$ cat src/rtl/alu_pkg.sv
// Shared ALU definitions: opcodes, default widths and the multiply sequencer state type.
package alu_pkg;

  localparam int ALU_DATA_WIDTH = 32;
  localparam int ALU_CTRL_WIDTH = 3;

  localparam logic [2:0] ALU_ADD = 3'b000;
  localparam logic [2:0] ALU_SUB = 3'b001;
  localparam logic [2:0] ALU_AND = 3'b010;
  localparam logic [2:0] ALU_OR  = 3'b011;
  localparam logic [2:0] ALU_SLT = 3'b101;

  typedef enum logic [1:0] {
    IDLE = 2'd0,
    RUN  = 2'd1,
    DONE = 2'd2
  } mul_state_t;

endpackage

$ cat src/rtl/alu_port_mux.sv
// Selects who drives the shared ALU: the core datapath or a multi-cycle sequencer.
module alu_port_mux #(
  parameter int DATA_WIDTH    = 32,
  parameter int ALUCTRL_WIDTH = 3
) (
  input  logic                     sel_seq,
  input  logic [ALUCTRL_WIDTH-1:0] dp_ctrl,
  input  logic [DATA_WIDTH-1:0]    dp_op1,
  input  logic [DATA_WIDTH-1:0]    dp_op2,
  input  logic [ALUCTRL_WIDTH-1:0] seq_ctrl,
  input  logic [DATA_WIDTH-1:0]    seq_op1,
  input  logic [DATA_WIDTH-1:0]    seq_op2,
  output logic [ALUCTRL_WIDTH-1:0] alu_ctrl,
  output logic [DATA_WIDTH-1:0]    alu_op1,
  output logic [DATA_WIDTH-1:0]    alu_op2
);

  always_comb begin
    alu_ctrl = dp_ctrl;
    alu_op1  = dp_op1;
    alu_op2  = dp_op2;
    if (sel_seq) begin
      alu_ctrl = seq_ctrl;
      alu_op1  = seq_op1;
      alu_op2  = seq_op2;
    end
  end

endmodule

$ cat src/rtl/alu_mul_seq.sv
// Shift-and-add 32x32 low-word multiplier that borrows the shared ALU adder.
// Optional macro EARLY_TERM_EN: stop as soon as the remaining multiplier bits are zero.
module alu_mul_seq
  import alu_pkg::*;
#(
  parameter int DATA_WIDTH    = ALU_DATA_WIDTH,
  parameter int ALUCTRL_WIDTH = ALU_CTRL_WIDTH,
  parameter int CNT_WIDTH     = $clog2(DATA_WIDTH) + 1
) (
  input  logic                     clk,
  input  logic                     rst_n,
  input  logic                     in_valid,
  output logic                     in_ready,
  input  logic [DATA_WIDTH-1:0]    mul_a,
  input  logic [DATA_WIDTH-1:0]    mul_b,
  output logic                     out_valid,
  input  logic                     out_ready,
  output logic [DATA_WIDTH-1:0]    product,
  input  logic [ALUCTRL_WIDTH-1:0] dp_ALUCtrl,
  input  logic [DATA_WIDTH-1:0]    dp_ALUOP1,
  input  logic [DATA_WIDTH-1:0]    dp_ALUOP2,
  output logic                     dp_stall,
  output logic [ALUCTRL_WIDTH-1:0] ALUCtrl,
  output logic [DATA_WIDTH-1:0]    ALUOP1,
  output logic [DATA_WIDTH-1:0]    ALUOP2,
  input  logic [DATA_WIDTH-1:0]    SUM
);

  mul_state_t state_reg, state_next;

  logic [DATA_WIDTH-1:0] acc_reg;
  logic [DATA_WIDTH-1:0] mcand_reg;
  logic [DATA_WIDTH-1:0] mplier_reg;
  logic [DATA_WIDTH-1:0] product_reg;
  logic [CNT_WIDTH-1:0]  cnt_reg;
  logic [DATA_WIDTH-1:0] seq_op2;
  logic                  last_iter;

  // Partial product: add the multiplicand only when the current multiplier bit is set.
  assign seq_op2 = mcand_reg & {DATA_WIDTH{mplier_reg[0]}};

`ifdef EARLY_TERM_EN
  assign last_iter = (cnt_reg == CNT_WIDTH'(DATA_WIDTH - 1)) || ((mplier_reg >> 1) == '0);
`else
  assign last_iter = (cnt_reg == CNT_WIDTH'(DATA_WIDTH - 1));
`endif

  always_ff @(posedge clk) begin
    if (!rst_n) state_reg <= IDLE;
    else        state_reg <= state_next;
  end

  always_comb begin
    state_next = state_reg;
    case (state_reg)
      IDLE:    if (in_valid)  state_next = RUN;
      RUN:     if (last_iter) state_next = DONE;
      DONE:    if (out_ready) state_next = IDLE;
      default: state_next = IDLE;
    endcase
  end

  always_ff @(posedge clk) begin
    if (!rst_n) begin
      acc_reg     <= '0;
      mcand_reg   <= '0;
      mplier_reg  <= '0;
      cnt_reg     <= '0;
      product_reg <= '0;
    end else begin
      case (state_reg)
        IDLE: begin
          if (in_valid) begin
            acc_reg    <= '0;
            mcand_reg  <= mul_a;
            mplier_reg <= mul_b;
            cnt_reg    <= '0;
          end
        end
        RUN: begin
          acc_reg    <= SUM;
          mcand_reg  <= mcand_reg << 1;
          mplier_reg <= mplier_reg >> 1;
          cnt_reg    <= cnt_reg + CNT_WIDTH'(1);
          if (last_iter) product_reg <= SUM;
        end
        default: ;
      endcase
    end
  end

  assign in_ready  = (state_reg == IDLE);
  assign dp_stall  = (state_reg == RUN);
  assign out_valid = (state_reg == DONE);
  assign product   = product_reg;

  alu_port_mux #(
    .DATA_WIDTH   (DATA_WIDTH),
    .ALUCTRL_WIDTH(ALUCTRL_WIDTH)
  ) u_port_mux (
    .sel_seq (dp_stall),
    .dp_ctrl (dp_ALUCtrl),
    .dp_op1  (dp_ALUOP1),
    .dp_op2  (dp_ALUOP2),
    .seq_ctrl(ALUCTRL_WIDTH'(ALU_ADD)),
    .seq_op1 (acc_reg),
    .seq_op2 (seq_op2),
    .alu_ctrl(ALUCtrl),
    .alu_op1 (ALUOP1),
    .alu_op2 (ALUOP2)
  );

endmodule

$ cat config.mk
export PLATFORM = sky130hd
export DESIGN_NAME = alu_mul_seq
export DESIGN_NICKNAME = d
export VERILOG_FILES = /design/src/rtl/alu_pkg.sv /design/src/rtl/alu_port_mux.sv /design/src/rtl/alu_mul_seq.sv
export SDC_FILE = /design/constraint.sdc
export NUM_CORES = 1
export LEC_CHECK = 0
export ABC_AREA = 1
export CAP_MARGIN = 30
export CORE_ASPECT_RATIO = 1.4
export CORE_MARGIN = 10
export CORE_UTILIZATION = 45
export CTS_BUF_LIST = sky130_fd_sc_hd__clkbuf_4
export DETAILED_ROUTE_END_ITERATION = 8
export DONT_BUFFER_PORTS = 1
export GPL_ROUTABILITY_DRIVEN = 0
export GPL_TIMING_DRIVEN = 0
export PLACE_DENSITY = 0.61
export SETUP_SLACK_MARGIN = 0.1
export SLEW_MARGIN = 40
export SYNTH_ARGS = -nofsm -noshare
export SYNTH_HDL_FRONTEND = slang
export SYNTH_HIERARCHICAL = 1
export SYNTH_SLANG_ARGS = --single-unit
$ cat constraint.sdc
create_clock -name clk -period 1.7 [get_ports clk]
set_input_delay 0.34 -clock clk [delete_from_list [all_inputs] [get_ports clk]]
set_output_delay 0.34 -clock clk [all_outputs]
set_load 0.05 [all_outputs]
==> results.md <==
* Tot Pwr at 8410 uW
* Most used routing layer: met2
* Register bit total from synthesis at 136
* CTS root buffer: clkbuf_4
* Global-route wire length before repair at 41,400 um
* Syn avg cell area at 5.83 um^2
* Final Slew Violations at 0
* GR Layer Usage met2 at 42.2%
* Worst r2r src: state_reg[1]
* Worst Tran Pin Value at 0.891 ns
* CTS tree: yes
* Final hold violation count at 0
* Mapped Area at 7410 um^2
* Final setup violation count at 69
* Largest net degree at the start of global routing at 17
* Hold Path Cell Cnt at 4
* Max-Cap Viols at 0
* Outcome: complete, but fails checks
* Reg power frac at 40.7%
* Met1 Usage GRT at 26.1%
* Area delta synth->final at 51.8%
* XOR/XNOR Fraction of Synth Area at 0%
* R2R cell count at 11
* Post-route DRC violation count at 0
* I/O Buffers at 0
* Clk_lat worst skew at 0.57 ns
* Crit share post-route at 142%
* P per Cell Area at 747 nW/um^2
* Worst hold endpoint: mcand_reg[8]
* RSZ-0062 raised after global routing: yes
* FF-to-FF End: mplier_reg[13]
* Estimated wirelength of the detail-placed design at 19,500 um
* Rel. slew slack at 40.6%
* Kind of end point of the critical path: primary output
* Dpl cell area at 8350 um^2
* PnR worst setup slack at -0.717 ns
* WL final at 28,500 um
* Post-Syn Instances at 1,271
* GRT Util Overall at 23.4%
* Clock Path Buffers at 2
* Post-Synth Simple-Gate Area at 44.4%
* Worst-path clk slew at 0.12 ns
* Site row count at 55
* CP required at 1.36 ns
* Critical-path maximum fanout at 6
* Worst VDD drop at 0.486 mV
* Highest Clock Rate at 414 MHz
* Vias/cell at 5.05
* Mux share of post-synthesis cell area at 0%
* Violated checks: setup timing
* Die width at 128 um
* Largest family of logic cells by synthesized area: simple AND/OR/NAND/NOR gates
* Post-layout minimum cycle time at 2.42 ns
* Yosys warns at 6
* ANT nets after route at 0
* Core area at 16,200 um^2
* Initial antenna violation count at 2
* GRT Residual Overflow at 0
* Leakage at 0.00545 uW
* DR vias at 8,237
* Global Route met3 Usage at 7.41%
* CP arrival at 2.08 ns
* Net Sw Frac at 36.6%
* Switch Pwr at 3080 uW
* Clk_skew at 0.0282 ns
* Cts bufs inserted at 17
* Die area at 22,100 um^2
* Worst setup SP type: flop
* Layout cells sized above 1 at 26.8%
* WL/cell at 17.5 um
* Fin nets at 1,586
* Vias in the first global route at 7,924
* H-tree levels at 4
* Seq/Total Area, Yosys at 36.7%
* Initial Util at 45.8%
* Worst min-delay path startpoint: mul_a[8]
* Synth cell types at 19
* Internal power at 5330 uW
* Hold crit path type: in -> reg
* Fin area at 11,300 um^2
* Sink Count at 136
* Compound-gate portion of the synthesized area at 3.04%
* Crit path kind: reg -> out
* Comb power frac at 30.6%
* DR iter-0 viols at 523
* Post-Synth Adder-Cell Area at 0.169%
* Die Height at 172 um
* R2r setup slk at 0.10 ns
* Drt first pass iters at 6
* Clock power share at 28.7%
* Pre-CTS WS at -0.506 ns
* Ports at 269
-- cells in the mapped netlist --
master	instances	area share (%)
nor2_2	1	0.084
ha_1	1	0.17
inv_1	195	9.9
nand4_1	1	0.084
dfxtp_1	136	37
a21oi_1	41	2.8
nor2_4	1	0.15
nor2_1	132	6.7
conb_1	1	0.051
buf_6	5	0.76
nand2_1	467	24
inv_2	3	0.15
buf_4	3	0.30
buf_1	20	1.0
o21ai_0	4	0.27
buf_2	40	2.7
clkbuf_1	17	0.86
nand3_1	202	14
nand2_2	1	0.084
-- per-layer routing --
metal | wire, um | part of all wire (%) | vias up
li1 | - | - | 4120
met1 | 10600 | 37 | 3755
met2 | 15000 | 53 | 336
met3 | 2520 | 8.8 | 26
met4 | 360 | 1.3 | 0
met5 | 0 | 0 | -
-- worst max-delay path by stage --
stage / from / to / depth (start not counted) / slack (ns)
detailed placement: state_reg[0] / ALUOP1[29] / 9 / -0.51
CTS: state_reg[0] / ALUOP1[9] / 10 / -0.73
global route: state_reg[0] / ALUOP1[15] / 10 / -0.77
global placement: state_reg[0] / ALUOP1[6] / 9 / -0.50
floorplan: state_reg[0] / ALUCtrl[1] / 10 / -0.1
finish: state_reg[0] / ALUOP1[20] / 10 / -0.72
-- power groups by stage --
stage	Clock [uW]	Combinational (uW)	Sequential, uW
CTS	2460	2200	3420
global placement	0	1810	3490
detailed placement	0	1820	3490
global route	2590	2740	3440
finish	2410	2570	3420
floorplan	0	1530	3460
-- cells in the final DEF (no fill, tap or decap), types with 4 or more instances in the layout --
cell,synthesis,routed
dlygate4sd3_1,0,95
buf_8,0,7
nor2_4,1,4
nand2_1,467,309
nand2_4,0,67
nor2_1,132,127
nand3_1,202,147
clkbuf_16,0,9
clkbuf_2,0,10
buf_6,5,7
a21oi_1,41,40
clkinv_4,0,4
nand3_4,0,6
dfxtp_1,136,100
nand3_2,0,49
buf_1,20,15
buf_12,0,15
buf_2,40,16
nand2_2,1,65
nand2_8,0,27
inv_1,195,195
o21ai_0,4,4
buf_4,3,20
clkbuf_4,0,22
clkbuf_1,17,9
dfxtp_2,0,34
-- worst max-delay path, stage by stage, from the launching register on --
cell       delay (ns)
dfxtp_4          0.36
inv_2            0.07
nor2_4           0.04
buf_8            0.11
buf_12           0.14
buf_12           0.15
inv_8            0.08
buf_12           0.15
clkbuf_16        0.18
nand2_4          0.06
nand2_4          0.15
-- per-stage QoR --
stage | setup TNS [ns] | hold slack [ns] | cells | utilization [%]
after detailed placement | -31.22 | 0.470 | 1472 | 51.6
after CTS | -46.47 | 0.00119 | 1605 | 62.2
final | -43.73 | 0.0334 | 1632 | 69.6
after global routing | -49.17 | 0.0156 | 1632 | 69.6
after floorplan | -3.98 | 0.457 | 1273 | -
after global placement | -30.91 | 0.467 | 1472 | 51.6
-- kinds of logic (layout without fill, tap and decap cells) --
| logic type | after synthesis | in the layout |
|---|---|---|
| other cells | 1 | 5 |
| fa+ha+maj | 1 | 1 |
| simple gates | 805 | 805 |
| compound gates | 45 | 45 |
| buf+inv | 283 | 441 |
| flops | 136 | 136 |
-- what timing repair did --
item	4_1_cts	5_1_grt
buffers inserted	10	8
gates cloned	5	9
hold endpoints to repair	115	9
hold buffers	86	9
pin swaps	42	81
setup endpoints to repair	152	174
gates resized for setup	110	198
-- cell type report --
class	count	area, um^2
Timing Repair Buffer	126	1470
Fill cell	1397	4910
Clock buffer	17	128
Sequential cell	136	2770
Antenna cell	2	5.00
Clock inverter	15	193
Buffer	85	693
Inverter	198	753
Tap cell	199	249
Multi-Input combinational cell	854	4990
No activity file was read; power rests on OpenSTA's default activity.
